`src/rtl/i2c_rtc_responder_pkg.sv`:
```
`timescale 1ns/1ps
`default_nettype none
// +--------------------------------------------------------------------------+
// | i2c_rtc_responder_pkg : shared FSM states, register indices, address     |
// | Rev 1.0                                                                  |
// +--------------------------------------------------------------------------+
package i2c_rtc_responder_pkg;

    typedef enum logic [3:0] {
        IDLE      = 4'd0,
        ADDR      = 4'd1,
        ADDR_ACK  = 4'd2,
        PTR       = 4'd3,
        PTR_ACK   = 4'd4,
        WDATA     = 4'd5,
        WDATA_ACK = 4'd6,
        RDATA     = 4'd7,
        RDATA_ACK = 4'd8
    } state_e;

    localparam logic [2:0] REG_SECOND  = 3'd0;
    localparam logic [2:0] REG_MINUTE  = 3'd1;
    localparam logic [2:0] REG_HOUR    = 3'd2;
    localparam logic [2:0] REG_WEEKDAY = 3'd3;
    localparam logic [2:0] REG_DAY     = 3'd4;
    localparam logic [2:0] REG_MONTH   = 3'd5;
    localparam logic [2:0] REG_YEAR    = 3'd6;
    localparam logic [2:0] REG_CONTROL = 3'd7;

    localparam logic [6:0] DEFAULT_DEVICE_ADDR = 7'h68;

endpackage
`default_nettype wire

```
`src/rtl/i2c_line_filter.sv`:
```
`timescale 1ns/1ps
`default_nettype none
// +--------------------------------------------------------------------------+
// | i2c_line_filter : 2-FF synchronizer, N-sample glitch filter, edge strobes|
// | Rev 1.0                                                                  |
// +--------------------------------------------------------------------------+
module i2c_line_filter #(
    parameter int FILTER_LEN = 3
) (
    input  logic clk,
    input  logic rst_n,
    input  logic line_i,
    output logic level_o,
    output logic rise_o,
    output logic fall_o
);
    localparam int               CNT_W    = (FILTER_LEN > 1) ? $clog2(FILTER_LEN) : 1;
    localparam logic [CNT_W-1:0] CNT_LAST = CNT_W'(FILTER_LEN - 1);

    logic [1:0]       sync_q;
    logic             level_q, level_d;
    logic             rise_q, rise_d;
    logic             fall_q, fall_d;
    logic [CNT_W-1:0] cnt_q, cnt_d;

    // cnt_q counts consecutive samples disagreeing with the accepted level
    always_comb begin
        level_d = level_q;
        cnt_d   = '0;
        rise_d  = 1'b0;
        fall_d  = 1'b0;
        if (sync_q[1] != level_q) begin
            if (cnt_q == CNT_LAST) begin
                level_d = sync_q[1];
                rise_d  = sync_q[1];
                fall_d  = ~sync_q[1];
            end else begin
                cnt_d = cnt_q + 1'b1;
            end
        end
    end

    always_ff @(posedge clk or negedge rst_n) begin
        if (!rst_n) begin
            sync_q  <= 2'b11;
            level_q <= 1'b1;
            rise_q  <= 1'b0;
            fall_q  <= 1'b0;
            cnt_q   <= '0;
        end else begin
            sync_q  <= {sync_q[0], line_i};
            level_q <= level_d;
            rise_q  <= rise_d;
            fall_q  <= fall_d;
            cnt_q   <= cnt_d;
        end
    end

    assign level_o = level_q;
    assign rise_o  = rise_q;
    assign fall_o  = fall_q;

endmodule
`default_nettype wire

```
`src/rtl/i2c_rtc_responder.sv`:
```
`timescale 1ns/1ps
`default_nettype none
// +--------------------------------------------------------------------------+
// | i2c_rtc_responder : I2C target exposing an 8-byte RTC-style register file|
// | Rev 1.0                                                                  |
// +--------------------------------------------------------------------------+
module i2c_rtc_responder
    import i2c_rtc_responder_pkg::*;
#(
    parameter logic [6:0] DEVICE_ADDR = DEFAULT_DEVICE_ADDR,
    parameter int         FILTER_LEN  = 3
) (
    input  logic       clk14,
    input  logic       reset_n,
    input  logic       scl_i,
    input  logic       sda_i,
    output logic       sda_o,
    output logic       sda_oen,
    output logic [7:0] ds_second,
    output logic [7:0] ds_minute,
    output logic [7:0] ds_hour,
    output logic [7:0] ds_weekday,
    output logic [7:0] ds_day,
    output logic [7:0] ds_month,
    output logic [7:0] ds_year,
    output logic [7:0] ds_control,
    output logic       updated
);
    logic scl_f, scl_rise, scl_fall;
    logic sda_f, sda_rise, sda_fall;

    i2c_line_filter #(.FILTER_LEN(FILTER_LEN)) u_scl_filter (
        .clk(clk14), .rst_n(reset_n), .line_i(scl_i),
        .level_o(scl_f), .rise_o(scl_rise), .fall_o(scl_fall)
    );

    i2c_line_filter #(.FILTER_LEN(FILTER_LEN)) u_sda_filter (
        .clk(clk14), .rst_n(reset_n), .line_i(sda_i),
        .level_o(sda_f), .rise_o(sda_rise), .fall_o(sda_fall)
    );

    state_e     state_q, state_d;
    logic [7:0] regs_q [8];
    logic [7:0] shift_q, shift_d;
    logic [3:0] bit_cnt_q, bit_cnt_d;
    logic [2:0] ptr_q, ptr_d;
    logic       rw_q, rw_d;
    logic       nack_q, nack_d;
    logic       written_q, written_d;
    logic       sda_oen_q, sda_oen_d;
    logic       updated_q, updated_d;
    logic       wr_en;

    logic start_det, stop_det, byte_done, addr_match;
    assign start_det  = sda_fall & scl_f;
    assign stop_det   = sda_rise & scl_f;
    assign byte_done  = (bit_cnt_q == 4'd8);
    assign addr_match = (shift_q[7:1] == DEVICE_ADDR);

    always_ff @(posedge clk14 or negedge reset_n) begin
        if (!reset_n) state_q <= IDLE;
        else          state_q <= state_d;
    end

    // Byte and ACK phases advance on the SCL falling edge that closes them
    always_comb begin
        state_d = state_q;
        if (stop_det) begin
            state_d = IDLE;
        end else if (start_det) begin
            state_d = ADDR;
        end else if (scl_fall) begin
            case (state_q)
                ADDR:      if (byte_done) state_d = addr_match ? ADDR_ACK : IDLE;
                ADDR_ACK:  state_d = rw_q ? RDATA : PTR;
                PTR:       if (byte_done) state_d = PTR_ACK;
                PTR_ACK:   state_d = WDATA;
                WDATA:     if (byte_done) state_d = WDATA_ACK;
                WDATA_ACK: state_d = WDATA;
                RDATA:     if (byte_done) state_d = RDATA_ACK;
                RDATA_ACK: state_d = nack_q ? IDLE : RDATA;
                default:   state_d = IDLE;
            endcase
        end
    end

    always_comb begin
        shift_d   = shift_q;
        bit_cnt_d = bit_cnt_q;
        ptr_d     = ptr_q;
        rw_d      = rw_q;
        nack_d    = nack_q;
        written_d = written_q;
        sda_oen_d = sda_oen_q;
        updated_d = 1'b0;
        wr_en     = 1'b0;
        if (stop_det) begin
            sda_oen_d = 1'b1;
            bit_cnt_d = 4'd0;
            updated_d = written_q;
            written_d = 1'b0;
        end else if (start_det) begin
            sda_oen_d = 1'b1;
            bit_cnt_d = 4'd0;
        end else if (scl_rise) begin
            case (state_q)
                ADDR, PTR, WDATA: if (!byte_done) begin
                    shift_d   = {shift_q[6:0], sda_f};
                    bit_cnt_d = bit_cnt_q + 4'd1;
                end
                RDATA: if (!byte_done) begin
                    shift_d   = {shift_q[6:0], 1'b1};
                    bit_cnt_d = bit_cnt_q + 4'd1;
                end
                RDATA_ACK: nack_d = sda_f;
                default: ;
            endcase
        end else if (scl_fall) begin
            case (state_q)
                ADDR: if (byte_done) begin
                    rw_d      = shift_q[0];
                    sda_oen_d = ~addr_match;
                    bit_cnt_d = 4'd0;
                end
                ADDR_ACK: begin
                    bit_cnt_d = 4'd0;
                    shift_d   = regs_q[ptr_q];
                    sda_oen_d = rw_q ? regs_q[ptr_q][7] : 1'b1;
                end
                PTR: if (byte_done) begin
                    ptr_d     = shift_q[2:0];
                    sda_oen_d = 1'b0;
                    bit_cnt_d = 4'd0;
                end
                PTR_ACK, WDATA_ACK: begin
                    sda_oen_d = 1'b1;
                    bit_cnt_d = 4'd0;
                end
                WDATA: if (byte_done) begin
                    wr_en     = 1'b1;
                    ptr_d     = ptr_q + 3'd1;
                    written_d = 1'b1;
                    sda_oen_d = 1'b0;
                    bit_cnt_d = 4'd0;
                end
                RDATA: begin
                    if (byte_done) begin
                        ptr_d     = ptr_q + 3'd1;
                        sda_oen_d = 1'b1;
                        bit_cnt_d = 4'd0;
                    end else begin
                        sda_oen_d = shift_q[7];
                    end
                end
                RDATA_ACK: begin
                    bit_cnt_d = 4'd0;
                    shift_d   = regs_q[ptr_q];
                    sda_oen_d = nack_q ? 1'b1 : regs_q[ptr_q][7];
                end
                default: ;
            endcase
        end
    end

    always_ff @(posedge clk14 or negedge reset_n) begin
        if (!reset_n) begin
            for (int i = 0; i < 8; i++) regs_q[i] <= 8'h00;
            shift_q   <= 8'h00;
            bit_cnt_q <= 4'd0;
            ptr_q     <= 3'd0;
            rw_q      <= 1'b0;
            nack_q    <= 1'b1;
            written_q <= 1'b0;
            sda_oen_q <= 1'b1;
            updated_q <= 1'b0;
        end else begin
            if (wr_en) regs_q[ptr_q] <= shift_q;
            shift_q   <= shift_d;
            bit_cnt_q <= bit_cnt_d;
            ptr_q     <= ptr_d;
            rw_q      <= rw_d;
            nack_q    <= nack_d;
            written_q <= written_d;
            sda_oen_q <= sda_oen_d;
            updated_q <= updated_d;
        end
    end

    assign sda_o      = 1'b0;
    assign sda_oen    = sda_oen_q;
    assign updated    = updated_q;
    assign ds_second  = regs_q[REG_SECOND];
    assign ds_minute  = regs_q[REG_MINUTE];
    assign ds_hour    = regs_q[REG_HOUR];
    assign ds_weekday = regs_q[REG_WEEKDAY];
    assign ds_day     = regs_q[REG_DAY];
    assign ds_month   = regs_q[REG_MONTH];
    assign ds_year    = regs_q[REG_YEAR];
    assign ds_control = regs_q[REG_CONTROL];

endmodule
`default_nettype wire

```
`config.mk`:
```
export PLATFORM = sky130hd
export DESIGN_NAME = i2c_rtc_responder
export DESIGN_NICKNAME = d
export VERILOG_FILES = /design/src/rtl/i2c_rtc_responder_pkg.sv /design/src/rtl/i2c_line_filter.sv /design/src/rtl/i2c_rtc_responder.sv
export SDC_FILE = /design/constraint.sdc
export NUM_CORES = 1
export LEC_CHECK = 0
export ABC_AREA = 1
export BUFFER_PORTS_ARGS = -buffer_cell sky130_fd_sc_hd__buf_2
export CAP_MARGIN = 20
export CORE_ASPECT_RATIO = 0.7
export CORE_MARGIN = 2
export CORE_UTILIZATION = 60
export CTS_BUF_LIST = sky130_fd_sc_hd__clkbuf_4
export DETAILED_ROUTE_END_ITERATION = 16
export PLACE_DENSITY_LB_ADDON = 0.12
export RECOVER_POWER = 50
export SYNTH_ARGS = -nofsm -noshare
export SYNTH_HDL_FRONTEND = slang
export SYNTH_SLANG_ARGS = --single-unit
export TNS_END_PERCENT = 30
```
`constraint.sdc`:
```
create_clock -name clk14 -period 2.3 [get_ports clk14]
set_input_delay 0.115 -clock clk14 [delete_from_list [all_inputs] [get_ports clk14]]
set_output_delay 0.115 -clock clk14 [all_outputs]
set_load 0.05 [all_outputs]
```
==> results.yml <==
timing:
  post-route-period-util_pct: 85.0
  setup_viol: 0
  setup-tns-final_ns: 0
  max_freq_mhz: 512
  hold_viol: 0
  rsz0062_at_grt: "no"
  finalCriticalPeriod_ns: 1.95
  worst_slew_pin_slew_ns: 1.72
  skew_ns: 0.00864
  hold_ws_ns: 0.297
  maxSlewViolCount: 30
  maxSlewHeadroom_pct: -14.5
setup_path:
  slowest_delay_ns: 0.67
  cp.required_ns: 2.66
  setup.worst_path.end_class: "flip-flop"
  r2r_cells: 7
  worst-path-buf-inv: 1
  cpMaxStageDelayCell: "dfrtp_1"
  crit_arrival_ns: 2.31
  crit_type: "reg2reg"
  path_cells: "clkinv_1 -> nand3_1 -> o21ai_0 -> nor2_1 -> nand2_1 -> nor2_1 -> o21ai_1"
  r2r_end: "shift_q[4]"
  r2r_start: "ptr_q[1]"
  critPathMostFrequentCell: "nor2_1"
  start_kind: "flip-flop"
  r2r_slack_ns: 0.35
  crit_family: "flip-flops"
  path_max_fanout: 15
clock_tree:
  clockBufferDepth: 2
  h-tree-depth: 3
  root_buffer: "clkbuf_4"
  cts_tree: "done"
  clk-insertion-delay-late_ns: 0.45
  postCtsSetupRepairBufs: 0
  cts-buffers-inserted: 9
  clk_pin_slew_ns: 0.15
  clock-sinks: 102
cells_and_area:
  fillers: 725
  drive_above_1_share_pct: 17.7
  fin_nets: 731
  instances_no_fill: 849
  syn_to_final_growth_pct: 10.3
  utilization_pct: 68.0
  diodes: 0
floorplan:
  core_um2: 8440
  ios: 71
  die-height_um: 82.0
  dieArea_um2: 9450
  die_w_um: 115
  start_util_pct: 61.7
  rows: 28
hold_path:
  min_path_type: "in2reg"
  hp-start: "sda_i"
  whs_path_depth: 2
  min_delay_worst_endpoint: "u_sda_filter.sync_q[0]"
synth:
  mappedNetlistArea_um2: 5210
  synthAdderAreaFrac_pct: 0.721
  synth_enable_flop_cells: 0
  synthSimpleGateAreaFrac_pct: 30.4
  netlist_instances: 653
  synth_ff_type: "dfrtp_1"
  ys_seq_elements: 102
  yosysSeqAreaShare_pct: 49.2
  yosysWarnings: 0
  synth-compound-area-share_pct: 11.9
  synth_cell_types: 37
  synth_area_per_cell_um2: 7.98
  synth-xor-area-share_pct: 0.336
  syn_nets: 660
  synth_mux_area_share_pct: 0
  synth_top_family_by_area: "simple AND/OR/NAND/NOR gates"
  synthArstFlopShare_pct: 100
power:
  power_mw: 3.25
  leakage_nw: 2.96
  peakVddDrop_mv: 0.601
  p_per_area_nw_per_um2: 565
run_status:
  violations: "max-capacitance violations, max-slew violations"
  outcome: "finished, violations left"
placed_design:
  dp_cells: 830
  place_congestion: 0.957
  hpwl_um: 9300
  port_buffers: 69
route:
  dr.pass1.iters: 5
  wl_um: 12800
  drt_iter0_drc: 421
  viasPerCell: 5.38
  postRouteAntennaNets: 0
  vias: 4570
  drc_errors: 0
  wl_per_cell_um: 15.1
job:
  drv_cap: 1
global_routing:
  globalRouteTotalUtil_pct: 28.3
  antenna_found_initial: 0
  grt_max_degree: 74
  grt_overflow_total: 0
  first_global_vias: 4109
  grt_pass1_wl_um: 20400
-- worst max path at each step --
stage / slack (ns) / depth (start not counted) / from / to
2_1_floorplan: 0.56 / 10 / bit_cnt_q[0] / ds_month[6]
3_3_place_gp: 0.43 / 8 / state_q[0] / shift_q[3]
3_5_place_dp: 0.41 / 8 / state_q[0] / shift_q[5]
4_1_cts: 0.39 / 8 / state_q[0] / shift_q[3]
5_1_grt: 0.18 / 3 / reset_n / u_scl_filter.sync_q[0]
6_report: 0.35 / 7 / ptr_q[1] / shift_q[4]
-- registers in the layout, summed over array words and instances, names as in the netlist, 4 cells and up --
signal,count
ds_control,8
ds_day,8
ds_hour,8
ds_minute,8
ds_month,8
ds_second,8
ds_weekday,8
ds_year,8
shift_q,8
bit_cnt_q,4
state_q,4
-- worst reg2reg max path, stage by stage, from the launching register on --
cell and delay, ns:
dfrtp_1 0.67, clkinv_1 0.40, nand3_1 0.25, o21ai_0 0.13, nor2_1 0.15, nand2_1 0.08, nor2_1 0.11, o21ai_1 0.08
-- power by group --
| group | leakage, nW | internal (mW) | switching [mW] |
|---|---|---|---|
| clock network | 0.0618 | 0.232 | 0.577 |
| registers | 1.39 | 1.89 | 0.0769 |
| logic | 1.50 | 0.131 | 0.338 |
| total | 2.96 | 2.26 | 0.992 |
-- final cells by class --
cell class / count / area, um^2 / share of cell area [%]
clock buffers: 10 / 75.1 / 1.31
clock inverters: 6 / 37.5 / 0.653
inverters: 64 / 243 / 4.23
multi-input cells: 468 / 2260 / 39.3
flip-flops and latches: 102 / 2560 / 44.6
well taps: 120 / 150 / 2.61
repair buffers: 79 / 417 / 7.25
-- metal layers --
layer	part of all wire [%]	global-route usage [%]
met3	7.9	6.05
met2	42	41.2
met1	49	42.8
met4	1.0	7.95
met5	0	0
-- kinds of logic after synthesis --
| group | Yosys count |
|---|---|
| and+or+nand+nor | 356 |
| AOI/OAI and AO/OA | 106 |
| DFF | 102 |
| buffers and inverters | 83 |
| adders and majority gates | 3 |
| xor gates and xnor gates | 2 |
| other | 1 |
-- stage by stage --
step / area (um^2) / setup WS (ns)
after floorplan: 5210 / 0.559
after global placement: 5630 / 0.426
after detailed placement: 5630 / 0.409
after CTS: 5770 / 0.394
after global routing: 5740 / 0.178
final: 5740 / 0.346
-- synthesized netlist by cell type (8+ instances only) --
| library cell | instances | area share, % |
|---|---|---|
| nand3_1 | 40 | 3.8 |
| nor3_1 | 10 | 0.96 |
| o21ai_0 | 17 | 1.6 |
| dfstp_2 | 8 | 4.0 |
| dfrtp_1 | 94 | 45 |
| inv_1 | 55 | 4.0 |
| nor2_1 | 49 | 3.5 |
| nand2_1 | 225 | 16 |
| o21ai_2 | 20 | 3.4 |
| o21ai_1 | 55 | 5.3 |
| buf_6 | 8 | 1.7 |
| nand2_4 | 9 | 1.9 |
-- cell usage in the layout, fill, tap and decap left out, types with 2 or more instances in the layout --
master and instances:
nand2_1 226, dfrtp_1 94, inv_1 55, o21ai_1 55, buf_2 50, nor2_1 49
nand3_1 40, o21ai_2 20, clkbuf_1 19, o21ai_0 17, nor3_1 10, clkbuf_4 10
nand2_4 9, inv_2 7, nand4_1 7, a21oi_1 7, dfstp_2 6, buf_4 6
nand2_2 5, clkinv_1 3, o22ai_1 3, ha_1 3, dlygate4sd3_1 3, xnor2_1 2
nor2_2 2, nor2_8 2, or2_2 2, dfstp_1 2
-- repair_timing --
action / CTS / global route
hold buffers: 3 / 0
resized for setup: 0 / 0
endpoints found under the hold margin: 31 / 0
(Power assumes the default switching activity.)
